## src/rtl/root_node_pkg.sv

```systemverilog
// Shared constants and the buffered word type for the root-node fan-in collector.
package root_node_pkg;

    localparam int DEF_NUM_CHILD = 5;
    localparam int DEF_DATA_W    = 16;
    localparam int IDX_W         = 3;

    typedef struct packed {
        logic [IDX_W-1:0]      idx;
        logic [DEF_DATA_W-1:0] data;
    } fifo_entry_t;

endpackage

```

## src/rtl/root_node_rr_arbiter.sv

```systemverilog
// Round-robin arbiter: grants the first requester at or after the pointer, wrapping.
module root_node_rr_arbiter
    import root_node_pkg::*;
#(
    parameter int NUM_CHILD = DEF_NUM_CHILD
) (
    input  logic [NUM_CHILD-1:0] i_req,
    input  logic [IDX_W-1:0]     i_ptr,
    output logic [NUM_CHILD-1:0] o_grant,
    output logic [IDX_W-1:0]     o_idx
);

    int   w_cand;
    logic w_found;

    // NOTE: every output of a combinational block gets a default first, so no latch is inferred.
    always_comb begin
        o_grant = '0;
        o_idx   = '0;
        w_found = 1'b0;
        w_cand  = 0;
        for (int k = 0; k < NUM_CHILD; k++) begin
            w_cand = (int'(i_ptr) + k) % NUM_CHILD;
            if (!w_found && i_req[w_cand]) begin
                w_found         = 1'b1;
                o_grant[w_cand] = 1'b1;
                o_idx           = IDX_W'(w_cand);
            end
        end
    end

endmodule

```

## src/rtl/root_node_fanin_collector.sv

```systemverilog
// Collects words from NUM_CHILD child ports round-robin into a 2-entry FIFO toward the parent.
module root_node_fanin_collector
    import root_node_pkg::*;
#(
    parameter int NUM_CHILD = DEF_NUM_CHILD,
    parameter int DATA_W    = DEF_DATA_W
) (
    input  logic                        clk,
    input  logic                        rst,
    input  logic [NUM_CHILD-1:0]        child_valid,
    input  logic [NUM_CHILD*DATA_W-1:0] child_data,
    output logic [NUM_CHILD-1:0]        child_ready,
    output logic                        out_valid,
    input  logic                        out_ready,
    output logic [IDX_W-1:0]            out_idx,
    output logic [DATA_W-1:0]           out_data,
    output logic [15:0]                 fwd_count
);

    fifo_entry_t          r_fifo [2];
    logic [1:0]           r_count;
    logic [IDX_W-1:0]     r_rr_ptr;
    logic [15:0]          r_fwd_count;

    logic [NUM_CHILD-1:0] w_grant;
    logic [IDX_W-1:0]     w_grant_idx;
    logic                 w_full;
    logic                 w_push;
    logic                 w_pop;
    fifo_entry_t          w_new;

    root_node_rr_arbiter #(
        .NUM_CHILD (NUM_CHILD)
    ) u_arb (
        .i_req   (child_valid),
        .i_ptr   (r_rr_ptr),
        .o_grant (w_grant),
        .o_idx   (w_grant_idx)
    );

    // A full buffer blocks every child, even when the parent drains this cycle.
    assign w_full      = (r_count == 2'd2);
    assign child_ready = (rst || w_full) ? '0 : w_grant;
    assign w_push      = |child_ready;
    assign w_pop       = out_valid && out_ready;

    assign w_new.idx  = w_grant_idx;
    assign w_new.data = DEF_DATA_W'(child_data[int'(w_grant_idx)*DATA_W +: DATA_W]);

    assign out_valid = (r_count != 2'd0);
    assign out_idx   = r_fifo[0].idx;
    assign out_data  = DATA_W'(r_fifo[0].data);
    assign fwd_count = r_fwd_count;

    // NOTE: the FIFO storage is reset too, because out_idx/out_data must read zero after reset.
    always_ff @(posedge clk or posedge rst) begin
        if (rst) begin
            r_count   <= 2'd0;
            r_fifo[0] <= '0;
            r_fifo[1] <= '0;
        end else begin
            unique case ({w_push, w_pop})
                2'b10: begin
                    r_fifo[r_count[0]] <= w_new;
                    r_count            <= r_count + 2'd1;
                end
                2'b01: begin
                    r_fifo[0] <= r_fifo[1];
                    r_count   <= r_count - 2'd1;
                end
                2'b11:   r_fifo[0] <= w_new;
                default: ;
            endcase
        end
    end

    always_ff @(posedge clk or posedge rst) begin
        if (rst) begin
            r_rr_ptr    <= '0;
            r_fwd_count <= '0;
        end else if (w_push) begin
            r_rr_ptr <= (int'(w_grant_idx) == NUM_CHILD - 1) ? '0 : w_grant_idx + 1'b1;
            if (r_fwd_count != 16'hFFFF) begin
                r_fwd_count <= r_fwd_count + 16'd1;
            end
        end
    end

endmodule

```

## config.mk

```make
export PLATFORM = sky130hd
export DESIGN_NAME = root_node_fanin_collector
export DESIGN_NICKNAME = d
export VERILOG_FILES = /design/src/rtl/root_node_pkg.sv /design/src/rtl/root_node_rr_arbiter.sv /design/src/rtl/root_node_fanin_collector.sv
export SDC_FILE = /design/constraint.sdc
export NUM_CORES = 1
export LEC_CHECK = 0
export ABC_AREA = 0
export CAP_MARGIN = 40
export CORE_ASPECT_RATIO = 1.1
export CORE_UTILIZATION = 40
export DETAILED_ROUTE_END_ITERATION = 7
export GPL_TIMING_DRIVEN = 0
export PLACE_DENSITY = 0.73
export SETUP_SLACK_MARGIN = 0.3
export SLEW_MARGIN = 20
export SYNTH_ARGS = -nofsm -noshare
export SYNTH_HDL_FRONTEND = slang
export SYNTH_SLANG_ARGS = --single-unit
```

## constraint.sdc

```tcl
create_clock -name clk -period 7.9 [get_ports clk]
set_clock_uncertainty 0.15 [all_clocks]
set_input_delay 1.975 -clock clk [delete_from_list [all_inputs] [get_ports clk]]
set_output_delay 1.975 -clock clk [all_outputs]
set_load 0.005 [all_outputs]
```

==> run metrics, run 1 <==
DRT Pass-1 Iters=5; EDFF count, synth=0; CP startpoint kind=input pin; NumNets Final=about 970; die area=about 16000 um2; row count=between 40 and 50; worst hold path type=reg2reg; clock root buffer=clkbuf_16; count of pins over their slew limit=0; Max Fanout on Critical Path=9; drc violations=0; I/O Buffers=127; hold_buf cts=0; diode count=0; initial core utilization=40.99%; GRT overflow=0; RSZ-0062 raised after global routing=false; final hold viol count=0; chip width=about 120 um; synthesized flop and latch total=between 50 and 60; Data arrival, critical path=5.26 ns; outcome=completed; Final ANT Viol Nets=0; WP data required=between 5 and 6 ns; Crit Path Class=in2out; clk slew on worst S/H paths=~0.06 ns; CP endpoint kind=output port; Final min period=7.381 ns; TNS Setup=0 ns; die height=132.3 um; synthesized area=between 6000 and 7000 um2; routability congestion estimate=around 0.93; final wirelength=~18000 um; f_max=between 100 and 150 MHz; Syn Inst Count=694; initial detailed-routing violation count=426; first-pass GRT wire length=28350 um; placed insts=between 1k and 1.5k; initial antenna violation count=0; global-route usage over all layers=~22%; ys async rst share=100.0%; Syn. warnings=0; share of the yosys chip area belonging to registers=23.93%; htree depth=3; clk sinks=59; CORE AREA=15050 um2; Clock Path Buffers=2; Vias/cell=5.738; Synth Net Count=818; Worst-Margin Slew=just over 0.7 ns; num ports=129; Final setup viols=0; fill count=about 1.4k; clk_lat worst skew=between 0.3 and 0.4 ns; CTS buffer count=9; Avg Cell Area, Syn=roughly 9 um2; P&R area growth vs syn=32.85%; HPWL after detailed placement=between 10000 and 15000 um; fin crit share=between 90% and 100%; via count=about 6.0k; WL/cell=between 15 and 20 um; Layout Cells excl Fill=~1.0k; max-cap violations=0; number of global-route vias before repair=roughly 5.7k; TritonCTS clock tree=built; fraction of layout cells with a size suffix above 1=18.63%; largest net degree at the start of global routing=48; Netlist cell types=roughly 100; worst relative slew slack=51.37%; Main synth FF type=dfrtp_1
==> Yosys cell counts, types with 6 or more instances <==
| library cell | instances | area share (%) |
|---|---|---|
| xor2_1 | 17 | 2.4 |
| dfrtp_1 | 59 | 24 |
| o31ai_1 | 6 | 0.73 |
| clkbuf_8 | 7 | 1.6 |
| o21ai_0 | 16 | 1.3 |
| buf_4 | 24 | 2.9 |
| nor3_1 | 15 | 1.2 |
| and3_1 | 6 | 0.61 |
| xnor2_1 | 8 | 1.1 |
| a21oi_1 | 42 | 3.4 |
| nand2_1 | 87 | 5.3 |
| a221o_1 | 13 | 2.1 |
| inv_1 | 25 | 1.5 |
| a2111oi_1 | 6 | 0.97 |
| clkbuf_1 | 11 | 0.67 |
| a31oi_1 | 21 | 2.1 |
| nor2_1 | 60 | 3.6 |
| mux4_2 | 16 | 5.8 |
| nand2b_1 | 7 | 0.71 |
| mux2_2 | 7 | 1.3 |
| nor2b_1 | 7 | 0.71 |
| ha_1 | 36 | 7.3 |
| a211oi_1 | 10 | 1.2 |
| nand3_1 | 19 | 1.5 |
| mux2i_1 | 16 | 2.6 |
| buf_2 | 6 | 0.49 |
| o21a_1 | 7 | 0.85 |
| nand4_1 | 8 | 0.81 |
==> worst paths after layout <==
path / from / end / slack, ns / depth (start not counted)
setup / recovery: child_valid[4] / child_ready[1] / 0.52 / 9
hold / removal: fwd_count[9]$_DFFE_PP0P_ / fwd_count[9]$_DFFE_PP0P_ / 0.36 / 1
hold reg to reg: fwd_count[9]$_DFFE_PP0P_ / fwd_count[9]$_DFFE_PP0P_ / 0.36 / 1
max in group asynchronous: rst / r_rr_ptr[2]$_DFFE_PP0N_ / 5.31 / 3
setup reg to reg: r_rr_ptr[0]$_DFFE_PP0N_ / out_data[1]$_DFFE_PP0P_ / 0.84 / 25
min in group asynchronous: rst / fwd_count[9]$_DFFE_PP0P_ / 1.79 / 2
==> logic make-up after synthesis <==
| group | share of synthesized area, % |
|---|---|
| DFF | 23.93 |
| and+or+nand+nor | 20.82 |
| buffers and inverters | 9.022 |
| xor gates and xnor gates | 4.339 |
| AOI/OAI and AO/OA | 23.78 |
| muxes | 10.81 |
| adders and majority gates | 7.299 |
==> routing by layer <==
layer	vias up	share of wire, %	wire, um	track usage [%]
met5	-	0	0	0
met4	0	2.4	433	8.368
met3	37	7.0	1252	4.022
met2	234	50	8893	39.14
met1	2838	41	7307	26.68
li1	2881	-	-	-
==> state kept, by name, indices dropped and copies added, names as in the netlist <==
signal,flops
fwd_count,16
out_data,16
out_idx,3
r_count,2
r_fifo,19
r_rr_ptr,3
==> critical path: stages <==
cell	delay (ns)
clkdlybuf4s50_1	0.60
and3_1	0.27
o31ai_1	0.36
a32oi_2	0.20
a21oi_1	0.37
nand4_2	0.24
or3_1	0.42
a31oi_2	0.26
clkdlybuf4s50_1	0.55
==> metrics by stage <==
stage | cell area [um2] | hold slack [ns] | worst slack, ns | utilization (%)
2_1_floorplan | 6171 | 0.3270 | 1.417 | -
3_3_place_gp | 7687 | 0.3388 | 0.1178 | 51.06
3_5_place_dp | 7722 | 0.3409 | 0.1141 | 51.30
4_1_cts | 8077 | 0.3521 | 0.3200 | 53.65
5_1_grt | 8198 | 0.3681 | 0.2780 | 54.45
6_report | 8198 | 0.3567 | 0.5194 | 54.45
==> what timing repair did <==
item / in CTS / in global routing
endpoints found under the setup margin: 16 / 19
setup buffers: 3 / 5
cloned: 0 / 1
resized for setup: 7 / 16
pin swaps: 3 / 4
==> layout make-up <==
type	count	area [um2]	share of cell area, %
multi-input combinational	551	4234	51.65
sequential	59	1480	18.06
timing repair buffer	137	1364	16.64
buffer	57	454.2	5.540
clock buffer	12	256.5	3.129
tap	196	245.2	2.991
inverter	28	115.1	1.404
clock inverter	4	48.80	0.5952
==> cell usage in the layout, fill, tap and decap left out, types with 10 or more instances in the layout <==
cell,netlist,routed
a31oi_1,21,20
a211oi_1,10,10
inv_1,25,23
nor2_1,60,60
a21oi_1,42,42
o21ai_0,16,16
xor2_1,17,17
nor3_1,15,14
buf_4,24,32
dfrtp_1,59,56
nand2_1,87,87
a221o_1,13,13
nand3_1,19,19
mux2i_1,16,14
ha_1,36,34
mux4_2,16,16
clkbuf_1,11,12
clkdlybuf4s50_1,0,127
Power of run 1 is not shown: default switching activity piles up to over one toggle a cycle in this logic, so the estimate is an artifact.
==> inputs of run 2 (changes only) <==
==> constraint.sdc (replaced) <==
create_clock -name clk -period 7.9 [get_ports clk]
set_clock_uncertainty 0.15 [all_clocks]
set_input_delay 1.975 -clock clk [delete_from_list [all_inputs] [get_ports clk]]
set_output_delay 1.975 -clock clk [all_outputs]
set_load 0.05 [all_outputs]
==> run 2 against run 1 <==
Effect of this change: non-clock buffer count increased by 1; sequential cell count unchanged; worst hold slack improved by 0.00076 ns; core utilization decreased by 0.21 points; count of clock-buffer cells in the layout unchanged; die area unchanged; cell count about the same; maximum frequency increased by 0.22%; wire length increased by 0.66%; worst setup slack improved by 0.016 ns.
==> run metrics, run 2 (synthesized netlist as in run 1, its figures left out) <==
outcome=completed; Worst-Margin Slew=about 0.71 ns; Slowest Stage Delay on Critical Path=between 0.5 and 0.6 ns; chip width=around 120 um; worst relative slew slack=a little over half; CORE AREA=about 15000 um2; WP data required=between 5 and 6 ns; met3 WL post-DR=between 1000 and 1500 um; CP startpoint kind=flop; worst-path cell chain=buf_6, inv_4, ha_1, inv_1, ha_1, buf_2, inv_1, ha_1, nor3_4, nor2_1, xnor2_2, ha_1, nand2b_1, a22oi_2, mux2_4, mux2i_2, a22oi_2, or4_1, nand3_1, buf_4; Crit Path Class=reg2out; initial detailed-routing violation count=408; hold_buf cts=0; DR top layer=met4; M1 wire length=7388 um; initial antenna violation count=0; clk slew on worst S/H paths=~0.060 ns; worst hold path type=reg2reg; fin crit share=between 90% and 100%; largest net degree at the start of global routing=48; most common cell after layout, fill and taps aside=clkdlybuf4s50_1; RSZ-0062 raised after global routing=false; Clock Path Buffers=2; via count=6012; routability congestion estimate=just over 0.9; diode count=0; Hold WS=about 0.36 ns; Data arrival, critical path=5.24 ns; f_max=between 100 and 150 MHz; die height=about 130 um; count of pins over their slew limit=0; GRT overflow=0; first-pass GRT wire length=between 20000 and 30000 um; fill count=approximately 1.4k; clk sinks=roughly 60; initial core utilization=40.99%; final setup margin=approximately 0.54 ns; Worst path most repeated cell=ha_1; WL/cell=about 17 um; DRT Pass-1 Iters=5; Max Fanout on Critical Path=13; I/O Buffers=between 100 and 150; final hold viol count=0; TritonCTS clock tree=built; Final setup viols=0; clk_lat worst skew=between 0.3 and 0.4 ns; most frequent cells in the layout=clkdlybuf4s50_1, nand2_1, nor2_1, dfrtp_1, a21oi_1; clock root buffer=clkbuf_16; NumNets Final=968; Vias/cell=5.753; Buf/Inv on CP=6; num ports=about 130; global-route usage over all layers=around 22%; Biggest register=r_fifo; max reg flops=19; htree depth=3; HPWL after detailed placement=around 14000 um; CP max stage cell=or4_1; Final min period=7.365 ns; final wirelength=18000 um; fraction of layout cells with a size suffix above 1=between 10% and 20%; Final ANT Viol Nets=0; met2 wire len=roughly 8900 um; number of global-route vias before repair=between 5k and 6k; worst slack, placed=-0.1881 ns; row count=47; die area=between 15000 and 20000 um2; CP endpoint kind=output port; cell family with the largest share of critical-path delay=simple AND/OR/NAND/NOR gates; max-cap violations=0; P&R area growth vs syn=32.34%; CTS buffer count=9; drc violations=0
## run 2: worst paths after layout
| check | start | end | slack (ns) | cells past startpoint |
|---|---|---|---|---|
| min | fwd_count[9]$_DFFE_PP0P_ | fwd_count[9]$_DFFE_PP0P_ | 0.36 | 1 |
| min reg2reg | fwd_count[9]$_DFFE_PP0P_ | fwd_count[9]$_DFFE_PP0P_ | 0.36 | 1 |
| max reg2reg | r_rr_ptr[0]$_DFFE_PP0N_ | out_data[9]$_DFFE_PP0P_ | 0.72 | 29 |
| max in group asynchronous | rst | r_rr_ptr[0]$_DFFE_PP0N_ | 5.32 | 3 |
| min in group asynchronous | rst | fwd_count[9]$_DFFE_PP0P_ | 1.78 | 2 |
| max | r_rr_ptr[0]$_DFFE_PP0N_ | child_ready[3] | 0.54 | 20 |
## run 2: cell type report
| cell class | count | area [um2] | area share (%) |
|---|---|---|---|
| timing repair buffer | 138 | 1368 | 16.75 |
| multi-input combinational | 551 | 4205 | 51.49 |
| inverter | 28 | 112.6 | 1.379 |
| clock inverter | 4 | 48.80 | 0.5975 |
| clock buffer | 12 | 256.5 | 3.141 |
| tap | 196 | 245.2 | 3.003 |
| sequential | 59 | 1478 | 18.09 |
| buffer | 57 | 452.9 | 5.546 |
## run 2: layer usage
layer	track usage, %	vias up
met5	0	-
met4	7.956	0
met3	3.979	38
met2	39.08	228
met1	26.60	2869
li1	-	2877
## run 2: stage by stage
stage	TNS, ns	util (%)	area [um2]	cells
after detailed placement	-0.6286	51.30	7722	1019
final	0	54.25	8167	1045
after floorplan	0	-	6171	694
after global placement	-0.4852	51.06	7687	1017
after global routing	0	54.25	8167	1045
after CTS	0	53.27	8020	1035
## run 2: what timing repair did
item | 4_1_cts | 5_1_grt
pin swaps | 0 | 5
endpoints found under the hold margin | 0 | 0
setup buffers | 0 | 9
endpoints found under the setup margin | 16 | 24
resized for setup | 34 | 14
gates cloned | 0 | 1
Power of run 2 is left out for the same reason.
